$ cat src/rtl/multiply_add_pkg.sv
// Shared constants for the board arithmetic blocks (divider and multiply_add):
// FSM state encodings, operand entry-slot indices and the default operand width.
package multiply_add_pkg;

  localparam int W_DEFAULT = 8;   // default operand / LED width
  localparam int NIB_W     = 4;   // bits captured from sw per press
  localparam int OPERANDS  = 3;   // q, d, r are keyed in, in that order

  // Operand slot order during entry (MSB nibble of each operand first)
  localparam int SLOT_Q = 0;
  localparam int SLOT_D = 1;
  localparam int SLOT_R = 2;

  typedef enum logic [1:0] {
    ST_ENTRY = 2'd0,
    ST_BUSY  = 2'd1,
    ST_DONE  = 2'd2
  } state_t;

  // Button presses needed to key in one operand of width w
  function automatic int nib_per_op(input int w);
    return w / NIB_W;
  endfunction

endpackage

$ cat src/rtl/debounce.sv
// Push-button debouncer: two-flop synchroniser, then the output follows the
// synchronised input only after it has held a new level for STABLE clocks.
// Carries no reset: it settles to the button level within a few clocks.
module debounce #(
  parameter int STABLE = 2
) (
  input  logic pb_1,
  input  logic clk,
  output logic pb_out
);

  localparam int CNT_W = $clog2(STABLE) + 1;

  logic             sync1_reg;
  logic             sync2_reg;
  logic [CNT_W-1:0] cnt_reg;
  logic             pb_out_reg;

  // Synchronise the raw button and accept a new level once it has been stable
  always_ff @(posedge clk) begin
    sync1_reg <= pb_1;
    sync2_reg <= sync1_reg;
    if (sync2_reg == pb_out_reg) begin
      cnt_reg <= '0;
    end else if (cnt_reg >= CNT_W'(STABLE - 1)) begin
      pb_out_reg <= sync2_reg;
      cnt_reg    <= '0;
    end else begin
      cnt_reg <= cnt_reg + CNT_W'(1);
    end
  end

  assign pb_out = pb_out_reg;

endmodule

$ cat src/rtl/shift_add_mul.sv
// Sequential shift-and-add multiplier producing acc = q*d + r.
// start loads the operands (acc preloaded with r); W iterations follow.
// done is high during the final iteration cycle so the owner can change
// state on the same edge that retires the last partial product.
module shift_add_mul
  import multiply_add_pkg::*;
#(
  parameter int W = W_DEFAULT
) (
  input  logic           clk,
  input  logic           reset,
  input  logic           start,
  input  logic           clear,
  input  logic [W-1:0]   q,
  input  logic [W-1:0]   d,
  input  logic [W-1:0]   r,
  output logic [2*W-1:0] acc,
  output logic           done
);

  localparam int IT_W = $clog2(W);

  logic [2*W-1:0] acc_reg;
  logic [2*W-1:0] mcand_reg;
  logic [W-1:0]   mplier_reg;
  logic [IT_W-1:0] iter_reg;
  logic           run_reg;

  assign done = run_reg && (iter_reg == IT_W'(W - 1));
  assign acc  = acc_reg;

  // Load on start, then one multiplier bit per clock, LSB first
  always_ff @(posedge clk or negedge reset) begin
    if (!reset) begin
      acc_reg    <= '0;
      mcand_reg  <= '0;
      mplier_reg <= '0;
      iter_reg   <= '0;
      run_reg    <= 1'b0;
    end else if (start) begin
      acc_reg    <= {{W{1'b0}}, r};
      mcand_reg  <= {{W{1'b0}}, d};
      mplier_reg <= q;
      iter_reg   <= '0;
      run_reg    <= 1'b1;
    end else if (clear) begin
      acc_reg    <= '0;
      mcand_reg  <= '0;
      mplier_reg <= '0;
      iter_reg   <= '0;
      run_reg    <= 1'b0;
    end else if (run_reg) begin
      if (mplier_reg[0]) begin
        acc_reg <= acc_reg + mcand_reg;
      end
      mcand_reg  <= mcand_reg << 1;
      mplier_reg <= mplier_reg >> 1;
      iter_reg   <= iter_reg + IT_W'(1);
      if (done) begin
        run_reg <= 1'b0;
      end
    end
  end

endmodule

$ cat src/rtl/multiply_add.sv
// Board block rebuilding dividend = q*d + r from keyed-in nibbles.
// Entry order q, d, r, MSB nibble first; result shown high half then low half.
// Optional build macro MULT_ADD_CHECK_EN adds the err port (r >= d in DONE).
module multiply_add
  import multiply_add_pkg::*;
#(
  parameter int W = W_DEFAULT
) (
  input  logic         clk,
  input  logic         reset,
  input  logic [3:0]   sw,
  input  logic         btn,
  output logic [W-1:0] led,
  output logic         busy
`ifdef MULT_ADD_CHECK_EN
  ,
  output logic         err
`endif
);

  localparam int NIB_PER_OP = nib_per_op(W);
  localparam int NUM_SLOTS  = OPERANDS * NIB_PER_OP;
  localparam int CNT_W      = $clog2(NUM_SLOTS);
  localparam int ENT_W      = OPERANDS * W;

  state_t           state_reg, state_next;
  logic [CNT_W-1:0] slot_reg, slot_next;
  logic             phase_reg, phase_next;
  logic [ENT_W-1:0] entry_reg, entry_next;
  logic             pb_out;
  logic             pb_prev_reg;
  logic             press_pulse;
  logic             wr_en;
  logic             mul_start;
  logic             mul_clear;
  logic             mul_done;
  logic [2*W-1:0]   acc;

  debounce u_debounce (
    .pb_1   (btn),
    .clk    (clk),
    .pb_out (pb_out)
  );

  // Rising-edge detector: one single-cycle pulse per debounced press
  always_ff @(posedge clk or negedge reset) begin
    if (!reset) pb_prev_reg <= 1'b0;
    else        pb_prev_reg <= pb_out;
  end

  assign press_pulse = pb_out && !pb_prev_reg;
  assign wr_en       = press_pulse && (state_reg == ST_ENTRY);

  // Each slot owns one nibble of the q|d|r entry vector, MSB nibble first
  for (genvar gi = 0; gi < NUM_SLOTS; gi++) begin : g_slot
    assign entry_next[ENT_W-1-NIB_W*gi -: NIB_W] =
      (wr_en && slot_reg == CNT_W'(gi)) ? sw : entry_reg[ENT_W-1-NIB_W*gi -: NIB_W];
  end

  // Entry operand storage, wiped when the user leaves DONE
  always_ff @(posedge clk or negedge reset) begin
    if (!reset)         entry_reg <= '0;
    else if (mul_clear) entry_reg <= '0;
    else                entry_reg <= entry_next;
  end

  // The multiplier is fed from entry_next so the final nibble is included
  // on the same edge that starts it
  shift_add_mul #(.W(W)) u_mul (
    .clk   (clk),
    .reset (reset),
    .start (mul_start),
    .clear (mul_clear),
    .q     (entry_next[(OPERANDS-1-SLOT_Q)*W +: W]),
    .d     (entry_next[(OPERANDS-1-SLOT_D)*W +: W]),
    .r     (entry_next[(OPERANDS-1-SLOT_R)*W +: W]),
    .acc   (acc),
    .done  (mul_done)
  );

  // FSM state, entry slot counter and display phase
  always_ff @(posedge clk or negedge reset) begin
    if (!reset) begin
      state_reg <= ST_ENTRY;
      slot_reg  <= '0;
      phase_reg <= 1'b0;
    end else begin
      state_reg <= state_next;
      slot_reg  <= slot_next;
      phase_reg <= phase_next;
    end
  end

  // Next-state logic; presses while BUSY are simply not looked at
  always_comb begin
    state_next = state_reg;
    slot_next  = slot_reg;
    phase_next = phase_reg;
    mul_start  = 1'b0;
    mul_clear  = 1'b0;
    case (state_reg)
      ST_ENTRY: begin
        if (wr_en) begin
          if (slot_reg == CNT_W'(NUM_SLOTS - 1)) begin
            slot_next  = '0;
            state_next = ST_BUSY;
            mul_start  = 1'b1;
          end else begin
            slot_next = slot_reg + CNT_W'(1);
          end
        end
      end
      ST_BUSY: begin
        if (mul_done) begin
          state_next = ST_DONE;
          phase_next = 1'b0;
        end
      end
      ST_DONE: begin
        if (press_pulse) begin
          if (!phase_reg) begin
            phase_next = 1'b1;
          end else begin
            state_next = ST_ENTRY;
            phase_next = 1'b0;
            mul_clear  = 1'b1;
          end
        end
      end
      default: begin
        state_next = ST_ENTRY;
        slot_next  = '0;
        phase_next = 1'b0;
      end
    endcase
  end

  // Display: dark during entry and while iterating, result halves in DONE
  always_comb begin
    led  = '0;
    busy = (state_reg == ST_BUSY);
    if (state_reg == ST_DONE) begin
      led = phase_reg ? acc[W-1:0] : acc[2*W-1:W];
    end
  end

`ifdef MULT_ADD_CHECK_EN
  logic err_reg;

  // Flag an illegal remainder (r >= d, which includes d = 0) while in DONE
  always_ff @(posedge clk or negedge reset) begin
    if (!reset) begin
      err_reg <= 1'b0;
    end else if (state_reg == ST_BUSY && mul_done) begin
      err_reg <= (entry_reg[(OPERANDS-1-SLOT_R)*W +: W] >=
                  entry_reg[(OPERANDS-1-SLOT_D)*W +: W]);
    end else if (mul_clear) begin
      err_reg <= 1'b0;
    end
  end

  assign err = err_reg;
`endif

endmodule

$ cat config.mk
export PLATFORM = sky130hd
export DESIGN_NAME = multiply_add
export DESIGN_NICKNAME = d
export VERILOG_FILES = /design/src/rtl/multiply_add_pkg.sv /design/src/rtl/debounce.sv /design/src/rtl/shift_add_mul.sv /design/src/rtl/multiply_add.sv
export SDC_FILE = /design/constraint.sdc
export NUM_CORES = 1
export LEC_CHECK = 0
export CORE_MARGIN = 8
export CORE_UTILIZATION = 32
export DETAILED_ROUTE_END_ITERATION = 8
export GPL_TIMING_DRIVEN = 1
export PLACE_DENSITY = 0.54
export SYNTH_ARGS = -nofsm -noshare
export SYNTH_HDL_FRONTEND = slang
export SYNTH_SLANG_ARGS = --single-unit
$ cat constraint.sdc
create_clock -name clk -period 2.5 [get_ports clk]
set_input_delay 0.5 -clock clk [delete_from_list [all_inputs] [get_ports clk]]
set_output_delay 0.5 -clock clk [all_outputs]
set_load 0.01 [all_outputs]
==> metrics.md, run 1 <==
| Metric | Value |
|---|---|
| Measured slew at the worst slew-check pin | about 0.64 ns |
| Synth Flop Type | dfrtp_1 |
| GRT Overall Usage | around an eighth |
| Worst slew margin | a little under three fifths |
| Clk_lat worst skew | ~0.34 ns |
| Post-synth EDFFs | 1 |
| R2R depth | 9 |
| Clock buffer depth | 2 |
| DIE WIDTH | between 100 and 150 um |
| Status | finished, final reports clean |
| Min setup slack post-route | roughly 0.12 ns |
| Cell Area, Placed | 0.004543 mm2 |
| Worst Skew | about 0.0062 ns |
| CTS tree | built |
| Hold buffers post-CTS | 0 |
| Setup CP Type | reg2reg |
| Slowest-stage cell, CP | dfrtp_1 |
| Hold Slack | 0.1894 ns |
| Clock root buffer | clkbuf_16 |
| Largest stage delay, worst path | around 0.4 ns |
| Number of fill cells in the layout | between 1000 and 1500 |
| Seq cells post-synth | 76 |
| Congestion Overflow GR | 0 |
| FP Rows | approximately 40 |
| IO Pins | 16 |
| Post-synthesis instance total | 415 |
| Post CTS Setup Buffer Count | 0 |
| Die Ht | 130.2 um |
| Synth warnings | 0 |
| Tcrit/Tclk final | between 90% and 100% |
| Reg2reg start | u_mul.acc[0] |
| Max-Cap Viols | 0 |
| Sink Count | between 70 and 80 |
| Final slew viol count | 0 |
| Design Area, Final | roughly 0.0048 mm2 |
| Dpl ws | 0.1019 ns |
| DR DRC count | 0 |
| H-tree depth | 3 |
| Leakage power | about 2.2 nW |
| Kind of start point of the critical path | flip-flop |
| RSZ-0062 raised after global routing | yes |
| Peak VDD IR | 0.3911 mV |
| Sequential cell area fraction in the yosys report | a little under half |
| Die area | about 0.017 mm2 |
| Placed insts | 593 |
| Layout cell share with drive strength beyond 1 | under 10% |
| Antenna-violating nets left | 0 |
| CTS buffer count | 9 |
| DR vias | just over 3000 |
| Final min period | around 2.4 ns |
| Max reg flops | 20 |
| Overall routed net length | around 9700 um |
| Initial antenna violation count | 0 |
| Largest delay contributor family on the critical path | compound AO/OA/AOI/OAI gates |
| Reg2reg setup slack | between 0.1 and 0.15 ns |
| Yosys cell types | 48 |
| Detailed Place HPWL | between 6000 and 7000 um |
| Largest net degree at the start of global routing | 72 |
| Clock-pin slew on the worst setup and hold paths | roughly 0.06 ns |
| Nets | ~460 |
| Critical R2R Capture | u_mul.acc[14] |
| Post-Syn Area | around 0.0042 mm2 |
| Worst path bufs/invs | 0 |
| Initial core utilization | approximately a third |
| Setup crit end kind | flip-flop |
| DR WL/cell | 15.91 um |
| Final setup violation count | 0 |
| Cell Chain, Critical Path | ha_1, fa_1, a211o_1, o211ai_1, a2111oi_2, a311oi_2, xnor2_1, nand2_1, a21oi_1 |
| Drt first pass iters | 4 |
| Post-Syn Nets | about 450 |
| IO Port Bufs | 15 |
| Power per cell area | between 1000 and 1500 mW/mm2 |
| Gp weighted congestion | 0.8194 |
| Max FO, Critical Path | 3 |
| Via density per instance | 5.033 |
| Initial drt markers | around 190 |
| Async set or reset register ratio after synthesis | between 90% and 100% |
| Worst Hold Class | in2async |
| Number of global-route vias before repair | between 3000 and 4000 |
| Antenna diodes | 0 |
| WP data required | 2.76 ns |
| Commonest non-fill, non-tap cell in the layout | dfrtp_1 |
| Core box area | around 0.013 mm2 |
| Commonest cells after routing, fill and taps aside | dfrtp_1 (71), mux2i_1 (45), nor2_1 (44) |
| Global-route wire length before repair | around 16000 um |
| Area Growth Syn to Fin | 15.36% |
| Fin. Hold Viols | 0 |
| Non-Filler Instances | 609 |
| Core Util, Final | between 30% and 40% |
| Arr. time, crit path | roughly 2.6 ns |
| Achievable Freq | 419.9 MHz |
| Resize count post-CTS | 0 |
| Syn_area_per_cell | roughly 10 um2 |
## final cells by class
cell class	count	area, um2	share of cell area [%]
inverters	11	41.29	0.8580
clock buffers	10	229.0	4.758
flip-flops and latches	76	1887	39.21
repair buffers	28	255.2	5.304
multi-input cells	306	2145	44.57
clock inverters	6	40.04	0.8320
well taps	172	215.2	4.472
## through the flow
step | power [mW] | TNS [ns]
after floorplan | 3.937 | 0
after global placement | 4.510 | 0
after detailed placement | 4.576 | 0
after CTS | 5.790 | 0
after global routing | 6.194 | -0.01685
final | 5.737 | 0
## metal layers
| metal | up-vias | wire (um) | global-route usage (%) |
|---|---|---|---|
| met4 | 0 | 256 | 6.967 |
| li1 | 1504 | - | - |
| met1 | 1524 | 4685 | 15.80 |
| met2 | 22 | 4597 | 19.96 |
| met3 | 15 | 153 | 1.673 |
| met5 | - | 0 | 0 |
## worst register-to-register path, cell delays in order (launching register included)
cell and delay, ns:
dfrtp_1 0.40, ha_1 0.24, fa_1 0.39, a211o_1 0.30, o211ai_1 0.13, a2111oi_2 0.16, a311oi_2 0.32, xnor2_1 0.15
nand2_1 0.07, a21oi_1 0.15
## cell usage after synthesis (4+ instances only)
cell type	instances	share of area (%)
o21a_1	12	2.2
inv_1	11	0.99
o22ai_1	15	2.2
xor2_1	6	1.3
nand2_1	28	2.5
xnor2_1	8	1.7
nand3_1	9	1.1
nor2b_1	22	3.3
dfrtp_1	71	43
a21o_1	7	1.3
a21oi_1	18	2.2
dfxtp_1	4	1.9
buf_2	7	0.84
mux2i_1	45	11
o21ai_0	18	2.2
and3_1	6	0.90
or3_1	4	0.60
a211oi_1	4	0.72
clkbuf_1	12	1.1
nor2_1	44	4.0
ha_1	23	6.9
## how the worst max path moves through the flow
stage | start | slack, ns | to | depth (start not counted)
detailed placement | u_mul.acc[0] | 0.10 | u_mul.acc[12] | 9
finish | u_mul.acc[0] | 0.12 | u_mul.acc[14] | 9
floorplan | u_mul.acc[0] | 0.19 | u_mul.acc[12] | 9
global placement | u_mul.acc[0] | 0.12 | u_mul.acc[12] | 9
CTS | state_reg[0] | 0.07 | led[2] | 5
global route | u_mul.acc[0] | -0.02 | u_mul.acc[12] | 9
## logic make-up (layout without fill, tap and decap cells)
family,Yosys count,after routing,synth area share [%]
simple gates,126,126,14.25
compound gates,95,95,15.51
flops,76,76,45.23
mux,47,47,11.34
buf+inv,33,55,3.359
fa+ha+maj,24,24,7.379
xor+xnor,14,14,2.939
## report_power, final
group	total, mW	internal, mW	switching, mW	leakage (nW)
clock	1.18	0.671	0.513	0.133
combinational	2.51	1.16	1.35	1.14
sequential	2.04	1.72	0.315	0.915
total	5.74	3.56	2.18	2.19
No activity file was read; power rests on OpenSTA's default activity.
==> run 2, diff against run 1 <==
--- a/config.mk
+++ b/config.mk
@@ -5,6 +5,7 @@
 export SDC_FILE = /design/constraint.sdc
 export NUM_CORES = 1
 export LEC_CHECK = 0
+export ABC_CLOCK_PERIOD_IN_PS = 2500
 export CORE_MARGIN = 8
 export CORE_UTILIZATION = 32
 export DETAILED_ROUTE_END_ITERATION = 8
==> results of run 2 <==
No change in the layout: final DEF, timing and power equal those of run 1.
==> run 3, diff against run 2 <==
--- a/config.mk
+++ b/config.mk
@@ -5,12 +5,13 @@
 export SDC_FILE = /design/constraint.sdc
 export NUM_CORES = 1
 export LEC_CHECK = 0
-export ABC_CLOCK_PERIOD_IN_PS = 2500
+export ABC_CLOCK_PERIOD_IN_PS = 2000
 export CORE_MARGIN = 8
 export CORE_UTILIZATION = 32
 export DETAILED_ROUTE_END_ITERATION = 8
 export GPL_TIMING_DRIVEN = 1
 export PLACE_DENSITY = 0.54
+export SLEW_MARGIN = 20
 export SYNTH_ARGS = -nofsm -noshare
 export SYNTH_HDL_FRONTEND = slang
 export SYNTH_SLANG_ARGS = --single-unit
==> constraint.sdc (replaced) <==
create_clock -name clk -period 2 [get_ports clk]
set_input_delay 0.4 -clock clk [delete_from_list [all_inputs] [get_ports clk]]
set_output_delay 0.4 -clock clk [all_outputs]
set_load 0.01 [all_outputs]
==> metrics.md, run 3 (synthesis gave the netlist of run 1 again) <==
| Metric | Value |
|---|---|
| CTS tree | built |
| Worst Hold Class | in2async |
| Peak VDD IR | just under 0.5 mV |
| Initial antenna violation count | 0 |
| Clk_lat worst skew | between 0.3 and 0.4 ns |
| Worst Skew | approximately 0.006 ns |
| Setup crit start | u_mul.mcand_reg[0] |
| Initial drt markers | around 230 |
| Via density per instance | just under 5 |
| WP data required | 2.22 ns |
| Max-Cap Viols | 0 |
| Worst slew margin | between 70% and 80% |
| Initial core utilization | roughly a third |
| Area Growth Syn to Fin | 27.65% |
| Core box area | 0.01267 mm2 |
| Tcrit/Tclk final | 112.9% |
| Reg2reg start | u_mul.mcand_reg[0] |
| Max FO, Critical Path | 2 |
| H-tree depth | 3 |
| Antenna diodes | 0 |
| Commonest non-fill, non-tap cell in the layout | dfrtp_1 |
| DIE WIDTH | ~130 um |
| Gp weighted congestion | ~0.84 |
| Number of fill cells in the layout | 1238 |
| Global-route wire length before repair | 17110 um |
| Failing checks | setup timing |
| Min setup slack post-route | -0.2587 ns |
| GRT Overall Usage | 13.01% |
| Die Ht | about 130 um |
| Core Util, Final | between 40% and 50% |
| IO Pins | 16 |
| Fin. Hold Viols | 0 |
| Kind of start point of the critical path | flip-flop |
| Setup crit end kind | flip-flop |
| Layout cell share with drive strength beyond 1 | 22.75% |
| Leakage power | 2.478 nW |
| DR WL/cell | 15.28 um |
| Overall routed net length | 10090 um |
| Final setup violation count | 10 |
| Clock root buffer | clkbuf_16 |
| Largest net degree at the start of global routing | 54 |
| Arr. time, crit path | approximately 2.5 ns |
| Max reg flops | 20 |
| Antenna-violating nets left | 0 |
| Achievable Freq | 442.7 MHz |
| DR DRC count | 0 |
| Commonest cells after routing, fill and taps aside | dfrtp_1 (70), buf_4 (61), nor2_1 (44), mux2i_1 (44), nand2_1 (28) |
| Clock buffer depth | 2 |
| RSZ-0062 raised after global routing | yes |
| Measured slew at the worst slew-check pin | roughly 0.39 ns |
| Final slew viol count | 0 |
| FP Rows | 41 |
| Nets | a little over 500 |
| Final min period | between 2 and 2.5 ns |
| Status | finished with violations |
| Power per cell area | between 1500 and 2000 mW/mm2 |
| Drt first pass iters | 4 |
| Die area | roughly 0.017 mm2 |
| Clock-pin slew on the worst setup and hold paths | 0.06 ns |
| CTS buffer count | 9 |
| Number of global-route vias before repair | between 3000 and 4000 |
| Detailed Place HPWL | between 7000 and 8000 um |
| IO Port Bufs | 15 |
| Setup CP Type | reg2reg |
| Congestion Overflow GR | 0 |
| Sink Count | between 70 and 80 |
| DR vias | roughly 3300 |
| Hold Slack | 0.06568 ns |
==> run 3: layer usage <==
| metal | global-route usage [%] | part of all wire, % | vias to the layer above |
|---|---|---|---|
| met4 | 6.762 | 2.3 | 0 |
| li1 | - | - | 1609 |
| met1 | 16.77 | 47 | 1620 |
| met3 | 1.918 | 2.5 | 14 |
| met5 | 0 | 0 | - |
| met2 | 20.75 | 48 | 34 |
==> run 3: per-stage QoR <==
| stage | area [um2] | setup TNS, ns | setup WS (ns) | power (mW) | std cells |
|---|---|---|---|---|---|
| global placement | 4913 | -1.569 | -0.2321 | 6.193 | 640 |
| finish | 5325 | -1.395 | -0.2587 | 8.277 | 660 |
| floorplan | 4177 | -0.3861 | -0.1599 | 4.928 | 415 |
| CTS | 5308 | -1.103 | -0.2620 | 8.250 | 657 |
| global route | 5325 | -2.558 | -0.3704 | 8.932 | 660 |
| detailed placement | 4913 | -1.962 | -0.3012 | 6.284 | 640 |
==> run 3: layout make-up <==
| class | count | area, um2 | share of cell area, % |
|---|---|---|---|
| Timing Repair Buffer | 79 | 629.4 | 11.82 |
| Sequential cell | 76 | 1888 | 35.46 |
| Tap cell | 172 | 215.2 | 4.041 |
| Multi-Input combinational cell | 306 | 2225 | 41.78 |
| Clock buffer | 11 | 242.7 | 4.558 |
| Clock inverter | 5 | 83.83 | 1.574 |
| Inverter | 11 | 41.29 | 0.7754 |
==> run 3: power by group <==
part / internal [mW] / switching [mW] / leakage, nW
clock: 1.13 / 0.638 / 0.152
combinational: 2.02 / 1.93 / 1.41
sequential: 2.16 / 0.401 / 0.913
total: 5.31 / 2.97 / 2.48
==> run 3: final timing paths <==
path	endpoint	cells past startpoint	slack [ns]
max	u_mul.acc[8]	9	-0.26
min	u_mul.acc[2]	2	0.07
max reg2reg	u_mul.acc[8]	9	-0.26
min reg2reg	u_debounce.sync2_reg	0	0.33
max in group asynchronous	pb_prev_reg	2	1.67
min in group clk	u_debounce.sync2_reg	0	0.33
==> run 3: timing repair <==
| item | CTS | global route |
|---|---|---|
| gates resized for setup | 29 | 14 |
| pin swaps | 11 | 8 |
| setup endpoints to repair | 26 | 22 |
| setup buffers | 1 | 3 |
| hold buffers | 0 | 0 |
==> run 3: worst max-delay path, cell delays in order, from the launching register on <==
cell      delay [ns]
dfrtp_1         0.38
ha_2            0.20
fa_2            0.35
a211o_1         0.26
o211ai_1        0.18
buf_4           0.19
a21oi_2         0.07
a31oi_1         0.22
xor2_1          0.21
o21ai_1         0.08
